## src/rtl/sequencer_fsm_if.sv

```systemverilog
// sequencer_fsm_if: host/datapath handshake bundle between the sequencer and its surroundings
interface sequencer_fsm_if #(
  parameter int ITER_W = 8
) ();
  logic              start;
  logic              flag_s;
  logic              flag_z;
  logic              div_done;
  logic [4:0]        state;
  logic              busy;
  logic              done;
  logic [ITER_W-1:0] iter_cnt;
  logic              timeout;
  modport master (
    output start, flag_s, flag_z, div_done,
    input  state, busy, done, iter_cnt, timeout
  );
  modport slave (
    input  start, flag_s, flag_z, div_done,
    output state, busy, done, iter_cnt, timeout
  );
endinterface

```

## src/rtl/sequencer_fsm.sv

```systemverilog
// sequencer_fsm: next-state sequencer for the algorithm datapath; SEQ_TIMEOUT_EN adds the MAX_ITER loop abort
module sequencer_fsm #(
  parameter int ITER_W   = 8,
  parameter int MAX_ITER = 255
) (
  input logic           clk,
  input logic           rst_n,
  sequencer_fsm_if.slave bus
);
  typedef enum logic [4:0] {
    IDLE, INIT1, INIT2, INIT3, INIT4,
    CHECK1, CHECK2, CHECK3, CHECK4, CHECK5, CHECK6, CHECK7, CHECK8,
    EXCHANGE1, EXCHANGE2, EXCHANGE3, PRELOOP1, PRELOOP2,
    LOOP1, LOOP2, LOOP3, LOOP4, LOOP5, LOOP6, LOOP7, LOOP8, LOOP9, LOOP10, LOOP11,
    END1, END2, UNUSED
  } state_t;

  logic [4:0]        state_q;
  state_t            state_d;
  logic              busy_q, done_q;
  logic [ITER_W-1:0] iter_q, iter_d;
`ifdef SEQ_TIMEOUT_EN
  logic              timeout_q, timeout_d;
`endif

  // next state: straight-line advance by default, branches only at the decision/wait states
  always_comb begin
    state_d = state_t'(state_q + 5'd1);
    iter_d  = iter_q;
`ifdef SEQ_TIMEOUT_EN
    timeout_d = timeout_q;
`endif
    case (state_q)
      IDLE: begin
        state_d = bus.start ? INIT1 : IDLE;
        if (bus.start) begin
          iter_d = '0;
`ifdef SEQ_TIMEOUT_EN
          timeout_d = 1'b0;
`endif
        end
      end
      CHECK4: state_d = bus.flag_z ? END1 : CHECK5;
      CHECK8: state_d = bus.flag_s ? EXCHANGE1 : PRELOOP1;
      LOOP6:  state_d = bus.div_done ? LOOP7 : LOOP6;
      LOOP11: begin
        iter_d  = (iter_q == '1) ? iter_q : iter_q + 1'b1;
        state_d = bus.flag_z ? END1 : LOOP1;
`ifdef SEQ_TIMEOUT_EN
        if (!bus.flag_z && (int'(iter_q) + 1 == MAX_ITER)) begin
          state_d   = END1;
          timeout_d = 1'b1;
        end
`endif
      end
      END2:   state_d = IDLE;
      UNUSED: state_d = IDLE;
      default: ;
    endcase
  end

  // registered state and host-visible status; done marks the IDLE cycle right after END2
  always_ff @(posedge clk or negedge rst_n) begin
    if (!rst_n) begin
      state_q <= IDLE;
      busy_q  <= 1'b0;
      done_q  <= 1'b0;
      iter_q  <= '0;
    end else begin
      state_q <= state_d;
      busy_q  <= (state_d != IDLE);
      done_q  <= (state_q == END2);
      iter_q  <= iter_d;
    end
  end

`ifdef SEQ_TIMEOUT_EN
  // sticky abort flag, cleared only by a new run or reset
  always_ff @(posedge clk or negedge rst_n) begin
    if (!rst_n) timeout_q <= 1'b0;
    else        timeout_q <= timeout_d;
  end
  assign bus.timeout = timeout_q;
`else
  assign bus.timeout = 1'b0;
`endif

  assign bus.state    = state_q;
  assign bus.busy     = busy_q;
  assign bus.done     = done_q;
  assign bus.iter_cnt = iter_q;
endmodule

```

## src/flat_wrapper.sv

```systemverilog
// flat-port wrapper written by rule: the top's interface ports become plain ports
module sequencer_fsm_flat 
#(
  parameter int ITER_W   = 8,
  parameter int MAX_ITER = 255
)
  (clk, rst_n, bus_start, bus_flag_s, bus_flag_z, bus_div_done, bus_state, bus_busy, bus_done, bus_iter_cnt, bus_timeout);
  sequencer_fsm_if #(.ITER_W(ITER_W)) bus_i ();
  input logic clk;
  input logic rst_n;
  input wire logic [$bits(bus_i.start)-1:0] bus_start;
  input wire logic [$bits(bus_i.flag_s)-1:0] bus_flag_s;
  input wire logic [$bits(bus_i.flag_z)-1:0] bus_flag_z;
  input wire logic [$bits(bus_i.div_done)-1:0] bus_div_done;
  output wire logic [$bits(bus_i.state)-1:0] bus_state;
  output wire logic [$bits(bus_i.busy)-1:0] bus_busy;
  output wire logic [$bits(bus_i.done)-1:0] bus_done;
  output wire logic [$bits(bus_i.iter_cnt)-1:0] bus_iter_cnt;
  output wire logic [$bits(bus_i.timeout)-1:0] bus_timeout;
  assign bus_i.start = bus_start;
  assign bus_i.flag_s = bus_flag_s;
  assign bus_i.flag_z = bus_flag_z;
  assign bus_i.div_done = bus_div_done;
  assign bus_state = bus_i.state;
  assign bus_busy = bus_i.busy;
  assign bus_done = bus_i.done;
  assign bus_iter_cnt = bus_i.iter_cnt;
  assign bus_timeout = bus_i.timeout;
  sequencer_fsm #(.ITER_W(ITER_W), .MAX_ITER(MAX_ITER)) u_core (.clk(clk), .rst_n(rst_n), .bus(bus_i));
endmodule
```

## config.mk

```make
export PLATFORM = sky130hd
export DESIGN_NAME = sequencer_fsm_flat
export DESIGN_NICKNAME = d
export VERILOG_FILES = /design/src/rtl/sequencer_fsm_if.sv /design/src/rtl/sequencer_fsm.sv /design/src/flat_wrapper.sv
export SDC_FILE = /design/constraint.sdc
export NUM_CORES = 1
export LEC_CHECK = 0
export BUFFER_PORTS_ARGS = -buffer_cell sky130_fd_sc_hd__buf_2
export CORE_MARGIN = 5
export CORE_UTILIZATION = 55
export DETAILED_ROUTE_END_ITERATION = 10
export PLACE_DENSITY = 0.82
export SETUP_SLACK_MARGIN = 0.15
export SLEW_MARGIN = 20
export SYNTH_ARGS = -nofsm -noshare
export SYNTH_HDL_FRONTEND = slang
export SYNTH_SLANG_ARGS = --single-unit
```

## constraint.sdc

```tcl
create_clock -name clk -period 3.4 [get_ports clk]
set_input_delay 0 -clock clk [delete_from_list [all_inputs] [get_ports clk]]
set_output_delay 0 -clock clk [all_outputs]
set_load 0.05 [all_outputs]
```

---- After elaboration in Yosys (flattened, before gate mapping) ----
Index checks and enable logic that the tools add are counted.
word-level totals
  flip-flop bits (word level) ............. 15
  bits of input ports ..................... 6
  output and inout bits ................... 16
operators by class
  $add $sub $neg .......................... 2
  equal/unequal tests ..................... 9
  mux-type cells .......................... 9
  reduce and logical (&&, ||, !) cells .... 5
operators with widths
  operator                                        number
  case mux 5 bit (6 select lines)                 1
  == test 5 bit (second input constant)           4
  2-to-1 mux 8 bit                                2
  case mux 8 bit (2 select lines)                 1
  == test 5 x 4 -> 1 bit (second input constant)  2
  2-to-1 mux 5 bit                                2
  adder 8 x 1 -> 8 bit (second input constant)    1
  == test 8 bit (second input constant)           1
  2-to-1 mux 4 bit                                2
  adder 5 x 1 -> 5 bit (second input constant)    1
  zero test 5 bit                                 1
  nonzero test 5 bit                              1
  != test 2 bit (second input constant)           2
  AND reduction 3 bit                             1
  nonzero test 2 bit                              1
  OR reduction 2 bit                              1
  2-to-1 mux 1 bit                                1

---- Longest topological paths before layout ----
Gate-level depths: netlist of the first run.
  depth after elaboration ................. 4
  gate-level depth with buffers ........... 7
  gate-level depth less buffers ........... 7

---- Worst setup path after synthesis of the first run ----
Ideal clock, no wire load.
  path type ............................... register to register
  start ................................... register u_core.state_q[0] (netlist: u_core.bus.state[0])
  end ..................................... register u_core.busy_q (netlist: u_core.bus.busy)
  arrival ................................. 2.477 ns
  data required time ...................... 3.261 ns
  setup slack ............................. 0.785 ns
  stages on the path, launching flop included .. 8
  buffers on the path ..................... 0
  clock period less this slack ............ 2.615 ns
  cell sequence ........................... dfrtp_1 -> inv_1 -> ha_1 -> nor3b_2 -> a311oi_2 -> nand2_1 -> mux2_4 -> or4_1
on the way
  word-level cells in the longest chain between the ends .. 4
ends and longest elaborated chain
  item                                                          line                 RTL
  from (decl)                                                   sequencer_fsm.sv:18  logic [4:0] state_q;
  from (signal assigned)                                        sequencer_fsm.sv:70  state_q <= state_d;
  branches (longest 2 deep; another with adder 5 x 1 -> 5 bit)  n/a
  case mux 5 bit (6 select lines) (*)                           sequencer_fsm.sv:33  case (state_q)
  via u_core.state_d[4]                                         sequencer_fsm.sv:19  state_t state_d;
  nonzero test 5 bit (*)                                        sequencer_fsm.sv:71  busy_q <= (state_d != IDLE);
  to (signal assigned)                                          sequencer_fsm.sv:71
  to (decl)                                                     sequencer_fsm.sv:20  logic busy_q, done_q;
Mark *: on every way through the listed nets, which the timed path passes.
A chain may end at the register's enable or synchronous reset.

---- Worst setup path in the final report of the first run ----
Ends and elaborated chain as after synthesis.

==> out/results.ini, run 1 <==
[place]
place_congestion = 0.880
io_buffers = 20
place.detailed.hpwl_microns = 1430

[logic_synthesis]
ys_warn_count = 0
synth_edf_count = 0
synth_top_family_by_area = simple AND/OR/NAND/NOR gates
syn_area_sq_um = 933
synth_compound_area_share_pct = 13.1
avgSynthCellArea_sq_um = 9.72
netlist_instances = 96
synth_nets = 107
synthAdderAreaFrac_pct = 6.70
synthSimpleGateAreaFrac_pct = 24.7
async_reset_ff_share_pct = 100
yosysSeqAreaShare_pct = 40.2
muxShareOfSynthArea_pct = 2.82
synth_area_leaders = dfrtp_1 (40%), ha_1 (6.7%), xor2_1 (5.6%)
ys_ff_latch = 15
synth_cell_types = 38
yosys.area.top_type = dfrtp_1
synth-xor-area-share_pct = 8.45
synth_top_area_share_pct = 40.2
ys.flop_type = dfrtp_1

[sta]
tightestPinTransition_ns = 0.710
rsz0062_at_grt = false
max_slew_margin_pct = 52.4
setup_viol = 0
clock.fmax_mhz = 397
setup_tns_ns = 0
min_period_ns = 2.52
maxSlewViolCount = 0
finalClockSkew_ns = 0.00910
hold_violations = 0
period_share_pct = 74.1

[detailed_routing]
via_per_inst = 6.02
via_count = 800
dr.pass1.iters = 4
drt-wirelength-per-cell_microns = 15.0
drc = 0
antenna_left = 0
first_iter_violations = 29
drt-total-wl_microns = 2000

[min_path]
hold_class = in2reg
holdPathStages = 3

[global_routing]
grt-ovfl-total = 0
track_usage_pct = 16.5
grt_pass1_wl_microns = 3270
grt_start_max_net_pins = 17
grt_pass1_vias = 724
antenna_found_initial = 0

[pwr]
clockPowerShare_pct = 8.8
p_switching_mw = 0.636
ir_drop_v = 0.000729
power_leakage_nw = 0.541
power.internal_mw = 0.530
netSwitchingFraction_pct = 54.5
total_power_mw = 1.17
pwr-share-seq_pct = 31.8
combPwrFrac_pct = 59.4
p_per_area_nw_per_um2 = 1090

[finish]
n_antenna_cell = 0
drive_above_1_share_pct = 23.9
fin_nets = 129
area_growth_pct = 15.0

[setup_path]
cp.required_ns = 3.55
cp_slowest_cell = or4_1
worstRegToRegCells = 7
worstPathMaxFanout = 6
arrival_ns = 2.67
worstSetupEndpointType = flop
cpPeakStageDelay_ns = 0.47
path_class = reg2reg
cp-start-kind = flop
cp_cell_sequence = ha_1, and3_1, ha_1, a311oi_2, nand2_1, mux2_4, or4_1
cpMostUsedCell = ha_1

[die]
fp-row-count = 14
die_h_microns = 51.2
die-width_microns = 51.2
initial_utilization_pct = 59.9
core_sq_um = 1560
dieArea_sq_um = 2620
pin_count = 22

[clocking]
cts_setup_buffers = 0
clk_pin_slew_ns = 0.08
htreeDepth = 1
cts_sinks = 15
clockBufferDepth = 2
insertion_delay_ns = 0.29
ctsRootBufferMaster = clkbuf_4
numCtsBuffers = 3
cts_tree = yes

[run]
max_cap_violations = 0

[run_status]
status = completed

==> synth_stat cells, types with 2 or more instances <==
cell type	count
buf_2	3
nor2b_1	2
and3_1	4
nor2_1	7
nand2_1	9
and2_1	2
inv_1	2
dfrtp_1	15
o21ai_0	4
o22ai_1	2
a21oi_1	2
ha_1	5
nand4_1	3
nand3b_1	2
xor2_1	6
xnor2_1	3
nand3_1	3
and4_1	2
==> per-layer routing <==
metal	track usage, %	up-vias	share of wire [%]	wire, microns
met5	0	-	0	0
met4	4.93	0	0.65	13
met3	5.81	2	6.4	128
met2	26.4	24	46	926
met1	21.0	386	47	929
li1	-	388	-	-
==> through the flow <==
stage | instances | area, sq um | hold WS, ns | worst slack (ns) | util (%)
detailed placement | 127 | 1030 | -0.0797 | 0.920 | 65.9
floorplan | 96 | 933 | -0.296 | 0.785 | -
global placement | 127 | 1030 | -0.0832 | 1.01 | 65.9
global route | 133 | 1070 | 0.136 | 0.794 | 68.9
finish | 133 | 1070 | 0.123 | 0.882 | 68.9
CTS | 133 | 1070 | 0.114 | 0.891 | 68.9
==> placed cells by master, fill, tap and decap left out, types with 3 or more instances in the layout <==
| master | count |
|---|---|
| buf_2 | 20 |
| dfrtp_1 | 15 |
| nand2_1 | 9 |
| nor2_1 | 7 |
| xor2_1 | 6 |
| ha_1 | 5 |
| o21ai_0 | 4 |
| and3_1 | 4 |
| nand4_1 | 3 |
| xnor2_1 | 3 |
| nand3_1 | 3 |
| clkbuf_4 | 3 |
==> flip-flops by register name, indices dropped and copies added (netlist names) <==
name	cells
u_core.bus.busy	1
u_core.bus.done	1
u_core.bus.iter_cnt	8
u_core.bus.state	5
==> power by group through the flow <==
| stage | combinational [mW] | sequential, mW | clock [mW] |
|---|---|---|---|
| after floorplan | 0.323 | 0.583 | 0 |
| after global placement | 0.674 | 0.369 | 0 |
| after detailed placement | 0.682 | 0.374 | 0 |
| after CTS | 0.688 | 0.370 | 0.103 |
| after global routing | 0.736 | 0.392 | 0.115 |
| final | 0.693 | 0.371 | 0.102 |
==> path summary, 6_finish.rpt <==
kind,start,endpoint,slack [ns]
setup reg to reg,u_core.bus.state[0],u_core.bus.busy,0.88
hold / removal,bus_flag_z,u_core.bus.state[1],0.12
max in group asynchronous,rst_n,u_core.bus.iter_cnt[1],3.00
hold reg to reg,u_core.bus.iter_cnt[6],u_core.bus.iter_cnt[6],0.57
setup / recovery,u_core.bus.state[0],u_core.bus.busy,0.88
min in group asynchronous,rst_n,u_core.bus.done,0.14
==> timing repair <==
| action | in CTS | in global routing |
|---|---|---|
| endpoints found under the hold margin | 16 | 0 |
| hold buffers | 2 | 0 |
| resized for setup | 0 | 0 |
==> final cells by class <==
class	count	area, sq um
Multi-Input combinational cell	74	524
Inverter	2	7.51
Tap cell	16	20.0
Fill cell	115	485
Sequential cell	15	375
Timing Repair Buffer	22	120
Clock buffer	4	26.3
==> worst max-delay path: cells and delay by family, from the launching register on <==
family | cells | cell delay (ns)
AND/OR/NAND/NOR | 3 | 0.81
adder cells (fa/ha/maj) | 2 | 0.46
flip-flops | 1 | 0.43
AO/OA/AOI/OAI | 1 | 0.38
multiplexers | 1 | 0.33
==> kinds of logic (layout without fill, tap and decap cells) <==
group / count (synthesis) / count (layout)
AO/OA/AOI/OAI: 17 / 17
XOR/XNOR: 9 / 9
adder cells (fa/ha/maj): 5 / 5
buffers and inverters: 7 / 28
flip-flops: 15 / 15
multiplexers: 2 / 2
other: 1 / 1
AND/OR/NAND/NOR: 40 / 40
No activity file was read; power rests on OpenSTA's default activity.
==> run 2: changes to the inputs <==
--- a/config.mk
+++ b/config.mk
@@ -7,9 +7,9 @@
 export LEC_CHECK = 0
 export BUFFER_PORTS_ARGS = -buffer_cell sky130_fd_sc_hd__buf_2
 export CORE_MARGIN = 5
-export CORE_UTILIZATION = 55
+export CORE_UTILIZATION = 47
 export DETAILED_ROUTE_END_ITERATION = 10
-export PLACE_DENSITY = 0.82
+export PLACE_DENSITY = 0.75
 export SETUP_SLACK_MARGIN = 0.15
 export SLEW_MARGIN = 20
 export SYNTH_ARGS = -nofsm -noshare
==> constraint.sdc (replaced) <==
create_clock -name clk -period 2.2 [get_ports clk]
set_input_delay 0 -clock clk [delete_from_list [all_inputs] [get_ports clk]]
set_output_delay 0 -clock clk [all_outputs]
set_load 0.05 [all_outputs]
==> run 2 against run 1 <==
Sequential share of layout area decreased by 4.4 points. Non-clock buffer count is 11 higher. Via count rose by 8.1%. Clock skew shrank 0.0073 ns. Largest cell class unchanged. Core utilization shrank 3.9 points. Critical path type unchanged.
==> out/results.ini, run 2 (synthesis results as in run 1) <==
[clocking]
clk_pin_slew_ns = 0.09  ; about the same
numCtsBuffers = 3  ; unchanged
clockBufferDepth = 2  ; unchanged
ctsRootBufferMaster = clkbuf_4
insertion_delay_ns = 0.29  ; about the same
cts_tree = yes
cts_sinks = 15  ; unchanged
htreeDepth = 1  ; unchanged

[finish]
fin_nets = 140  ; +8.5%
drive_above_1_share_pct = 42.2  ; +18 points
multi_input_comb_area_sq_um = 599  ; +14%
final_common_cell = buf_2
fill_cells = 158  ; +37%
n_antenna_cell = 0  ; unchanged
area_growth_pct = 33.8
seqCellArea_sq_um = 382  ; +1.7%
layout_common_cells = buf_2 (20), buf_4 (12), dfrtp_1 (10), nand2_1 (9), nor2_1 (7)
largest_reg_flops = 8  ; unchanged

[die]
dieArea_sq_um = 2980  ; +14%
pin_count = 22  ; unchanged
fp-row-count = 16  ; +2
initial_utilization_pct = 48.6  ; -11 points
core_sq_um = 1920  ; +23%
die-width_microns = 54.6  ; +6.6%
die_h_microns = 54.6  ; +6.6%

[detailed_routing]
antenna_left = 0  ; unchanged
drc = 0  ; unchanged
via_per_inst = 5.58  ; -7.2%
drt-total-wl_microns = 2380  ; +19%
first_iter_violations = 34  ; +17%
via_count = 865  ; +8.1%
drt-wirelength-per-cell_microns = 15.4  ; +2.3%
dr.pass1.iters = 4  ; unchanged

[setup_path]
cp.required_ns = 2.37  ; -1.18 ns
cp-start-kind = flop
rrSetupSlack_ns = 0.03  ; -0.86 ns
path_class = reg2reg
arrival_ns = 2.34  ; -0.33 ns
worstSetupEndpointType = flop
worstRegToRegCells = 8  ; +1
worstPathMaxFanout = 4  ; -2

[place]
io_buffers = 20  ; unchanged
place_congestion = 0.848  ; -3.7%
place.detailed.hpwl_microns = 1640  ; +14%

[pwr]
ir_drop_v = 0.000961  ; +32%
p_per_area_nw_per_um2 = 1730  ; +59%
total_power_mw = 2.16  ; +85%
power_leakage_nw = 0.587  ; +8.4%

[global_routing]
antenna_found_initial = 0  ; unchanged
grt-ovfl-total = 0  ; unchanged
grt_start_max_net_pins = 16  ; -1
track_usage_pct = 18.1  ; +1.6 points
grt_pass1_wl_microns = 3780  ; +16%
grt_pass1_vias = 796  ; +9.9%

[min_path]
hold_class = in2reg
holdPathStages = 3  ; unchanged

[run_status]
status = completed

[sta]
period_share_pct = 98.8  ; +25 points
setup_viol = 0  ; unchanged
finalClockSkew_ns = 0.00183  ; -0.00728 ns
maxSlewViolCount = 0  ; unchanged
fin_hold_ws_ns = 0.0115  ; -0.112 ns
clock.fmax_mhz = 460  ; +16%
hold_violations = 0  ; unchanged
min_period_ns = 2.17  ; -0.344 ns
rsz0062_at_grt = true

[run]
max_cap_violations = 0  ; unchanged

## run 2: final timing paths
kind | start | endpoint
setup / recovery | u_core.bus.state[0] | u_core.bus.busy
hold / removal | bus_div_done | u_core.bus.state[3]
setup reg to reg | u_core.bus.state[0] | u_core.bus.busy
hold reg to reg | u_core.bus.iter_cnt[6] | u_core.bus.iter_cnt[6]
max in group asynchronous | rst_n | u_core.bus.state[2]
min in group asynchronous | rst_n | u_core.bus.iter_cnt[5]
## run 2: stage by stage
step	util (%)	std cells	TNS (ns)	setup WS [ns]	instance area, sq um
after floorplan	-	96	-0.122	-0.122	992
after global placement	60.2	146	0	0.0212	1160
after detailed placement	60.2	146	-0.0436	-0.0436	1160
after CTS	63.8	152	0	0.0137	1230
after global routing	65.0	155	-0.0323	-0.0323	1250
final	65.0	155	0	0.0257	1250
## run 2: cell type report
| type | count | area share [%] |
|---|---|---|
| inverter | 2 | 0.601 |
| timing repair buffer | 33 | 16.0 |
| sequential | 15 | 30.6 |
| multi-input combinational | 74 | 48.0 |
| clock buffer | 4 | 2.10 |
| tap | 27 | 2.71 |
## run 2: metal layers
metal  share of wire (%)  vias to the layer above  track usage [%]
li1                    -                      406                -
met1                  43                      408             24.0
met2                  47                       43             29.7
met3                 7.6                        8             4.09
met4                 1.9                        0             4.15
met5                   0                        -                0
## run 2: what timing repair did
item / CTS / global route
setup endpoints to repair: 1 / 2
gates resized for setup: 4 / 1
hold endpoints to repair: 15 / 0
pin swaps: 6 / 4
hold buffers: 1 / 0
buffers inserted: 1 / 3
## run 2: worst max-delay path: stages (launching register included)
cell,delay (ns)
dfrtp_2,0.45
inv_2,0.09
ha_4,0.15
nor3b_4,0.25
a311oi_4,0.08
buf_4,0.17
a31o_2,0.24
nand3b_1,0.15
or4_1,0.46
## run 2: where the power goes
group          switching [mW]  internal [mW]  total, mW
clock                  0.0918         0.0706      0.162
combinational           0.878          0.573       1.45
sequential              0.144          0.400      0.545
==> run 3: changes to the inputs <==
--- a/config.mk
+++ b/config.mk
@@ -7,9 +7,10 @@
 export LEC_CHECK = 0
 export BUFFER_PORTS_ARGS = -buffer_cell sky130_fd_sc_hd__buf_2
 export CORE_MARGIN = 5
-export CORE_UTILIZATION = 47
+export CORE_UTILIZATION = 52
 export DETAILED_ROUTE_END_ITERATION = 10
-export PLACE_DENSITY = 0.75
+export PLACE_DENSITY = 0.78
+export RECOVER_POWER = 50
 export SETUP_SLACK_MARGIN = 0.15
 export SLEW_MARGIN = 20
 export SYNTH_ARGS = -nofsm -noshare
==> constraint.sdc (replaced) <==
create_clock -name clk -period 2.05 [get_ports clk]
set_input_delay 0 -clock clk [delete_from_list [all_inputs] [get_ports clk]]
set_output_delay 0 -clock clk [all_outputs]
set_load 0.05 [all_outputs]
==> run 3 against run 2 <==
The run now ends with negative setup slack left. Wire length rose by 13%. Flip-flop and latch count did not move. Design area rose by 5.6%. Power rose by 13%. Global-route usage rose by 1.6 points. Sequential share of layout area fell by 1.4 points. Clock skew rose by 0.011 ns. Combinational power rose by 17%. Hold slack improved by 0.040 ns. Clock power rose by 2%. Largest power group unchanged.
==> out/results.ini, run 3 (synthesis results as in run 1) <==
[sta]
finalClockSkew_ns = 0.0132  ; +0.0114 ns
fin_hold_ws_ns = 0.0518  ; +0.0403 ns
min_period_ns = 2.28  ; +0.107 ns
rsz0062_at_grt = true
layout_setup_ws_ns = -0.231  ; -0.257 ns
max_slew_margin_pct = 48.1
maxSlewViolCount = 0  ; unchanged
hold_violations = 0  ; unchanged
period_share_pct = 111  ; +12 points
clock.fmax_mhz = 438  ; -4.7%
setup_viol = 1  ; +1
tightestPinTransition_ns = 0.778
setup_tns_ns = -0.231  ; -0.231 ns

[place]
io_buffers = 20  ; unchanged
dp_cells = 149  ; +2.1%
place.detailed.hpwl_microns = 1890  ; +16%
place_congestion = 0.907  ; +6.9%

[run_status]
violations = negative setup slack
status = complete, but fails checks

[pwr]
ir_drop_v = 0.00107  ; +12%
power_leakage_nw = 0.599  ; +2.1%
p_per_area_nw_per_um2 = 1850  ; +6.8%

[global_routing]
antenna_found_initial = 0  ; unchanged
grt-ovfl-total = 0  ; unchanged
grt_pass1_wl_microns = 3950  ; +4.4%
grt_start_max_net_pins = 16  ; unchanged
track_usage_pct = 19.7  ; +1.6 points
grt_pass1_vias = 863  ; +8.4%

[finish]
stdcell_count = 160  ; +3.2%
largest_reg_flops = 8  ; unchanged
fin_nets = 147  ; +5.0%
n_antenna_cell = 0  ; unchanged
multi_input_comb_area_sq_um = 616  ; +2.7%
seqCellArea_sq_um = 384  ; +0.66%
area_growth_pct = 41.3
fill_cells = 122  ; -23%
final_common_cell = buf_4
postLayoutCoreUtil_pct = 77.2  ; +12 points
drive_above_1_share_pct = 40.7  ; -1.4 points
layout_common_cells = buf_4 (16), buf_2 (12), clkbuf_1 (9), nand2_1 (8), dfrtp_1 (8)

[die]
dieArea_sq_um = 2740  ; -7.9%
fp-row-count = 15  ; -1
pin_count = 22  ; unchanged
die_h_microns = 52.4  ; -4.0%
initial_utilization_pct = 54.7  ; +6.1 points
die-width_microns = 52.4  ; -4.0%
core_sq_um = 1710  ; -11%

[min_path]
holdPathStages = 3  ; unchanged
hp-start = bus_div_done
hold_class = in2reg
holdPathEnd = u_core.bus.state[3]

[setup_path]
cp.required_ns = 2.21  ; -0.16 ns
worstPathMaxFanout = 5  ; +1
arrival_ns = 2.44  ; +0.10 ns
r2r-end = u_core.bus.busy
path_class = reg2reg
r2r_start = u_core.bus.state[1]
cp-start-kind = flop
worstSetupEndpointType = flop
rrSetupSlack_ns = -0.23  ; -0.26 ns
worstRegToRegCells = 7  ; -1

[detailed_routing]
antenna_left = 0  ; unchanged
first_iter_violations = 18  ; -47%
via_count = 921  ; +6.5%
drt-wirelength-per-cell_microns = 16.8  ; +9.6%
drc = 0  ; unchanged
drt-total-wl_microns = 2690  ; +13%
dr.pass1.iters = 4  ; unchanged
via_per_inst = 5.76  ; +3.1%

[clocking]
ctsRootBufferMaster = clkbuf_4
cts_tree = yes
clockBufferDepth = 2  ; unchanged
htreeDepth = 1  ; unchanged
clk_pin_slew_ns = 0.09  ; about the same
numCtsBuffers = 3  ; unchanged
cts_sinks = 15  ; unchanged
insertion_delay_ns = 0.28  ; about the same

[run]
max_cap_violations = 0  ; unchanged

-- run 3: cell types whose count changed in the layout (fill, tap and decap cells not counted) --
cell,change
buf_6,+3
nand2_1,-1
dfrtp_1,-2
buf_2,-8
a31oi_2,-1
clkbuf_1,+8
a31oi_4,+1
dfrtp_2,+2
inv_1,+1
inv_2,-1
buf_4,+4
nand2_4,+1
-- run 3: power breakdown --
group          total (mW)  switching (mW)  leakage, nW  internal, mW
Combinational        1.69            1.02        0.400         0.668
Clock               0.166          0.0907       0.0150        0.0754
Sequential          0.576           0.144        0.184         0.432
Total                2.43            1.26        0.599          1.18
-- run 3: worst max-delay path by stage --
stage | startpoint | endpoint | slack (ns) | cells past startpoint
detailed placement | u_core.bus.state[1] | u_core.bus.busy | -0.25 | 7
floorplan | u_core.bus.state[1] | u_core.bus.busy | -0.27 | 7
global route | u_core.bus.state[1] | u_core.bus.busy | -0.30 | 7
global placement | u_core.bus.state[1] | u_core.bus.busy | -0.15 | 7
finish | u_core.bus.state[1] | u_core.bus.busy | -0.23 | 7
CTS | u_core.bus.state[1] | u_core.bus.busy | -0.21 | 7
-- run 3: per-stage QoR --
stage | worst slack [ns] | power [mW] | instance area [sq um]
after floorplan | -0.272 | 1.58 | 995
after global placement | -0.152 | 1.99 | 1190
after detailed placement | -0.249 | 2.03 | 1190
after CTS | -0.211 | 2.22 | 1240
after global routing | -0.298 | 2.58 | 1320
final | -0.231 | 2.43 | 1320
-- run 3: routing by layer --
| metal | vias to the layer above | global-route usage [%] | part of all wire (%) |
|---|---|---|---|
| li1 | 422 | - | - |
| met1 | 448 | 22.4 | 38 |
| met2 | 41 | 36.6 | 52 |
| met3 | 10 | 3.42 | 6.2 |
| met4 | 0 | 6.38 | 3.6 |
| met5 | - | 0 | 0 |
-- run 3: timing repair --
action | 4_1_cts | 5_1_grt
pin swaps | 3 | 4
setup endpoints to repair | 2 | 8
hold buffers | 1 | 0
buffers inserted | 0 | 6
hold endpoints to repair | 15 | 0
gates resized for setup | 2 | 8
gates cloned | 0 | 0
-- run 3: final cells by class --
type	count	share of cell area (%)
multi-input combinational	74	46.7
sequential	15	29.1
clock buffer	4	1.99
inverter	2	0.569
tap	25	2.37
timing repair buffer	40	19.3
-- run 3: worst max-delay path: stages (launching register included) --
cell      delay [ns]
dfrtp_2         0.46
ha_4            0.18
and3_4          0.18
ha_4            0.16
a311oi_4        0.33
nand2_1         0.14
mux2_4          0.32
or4_1           0.40
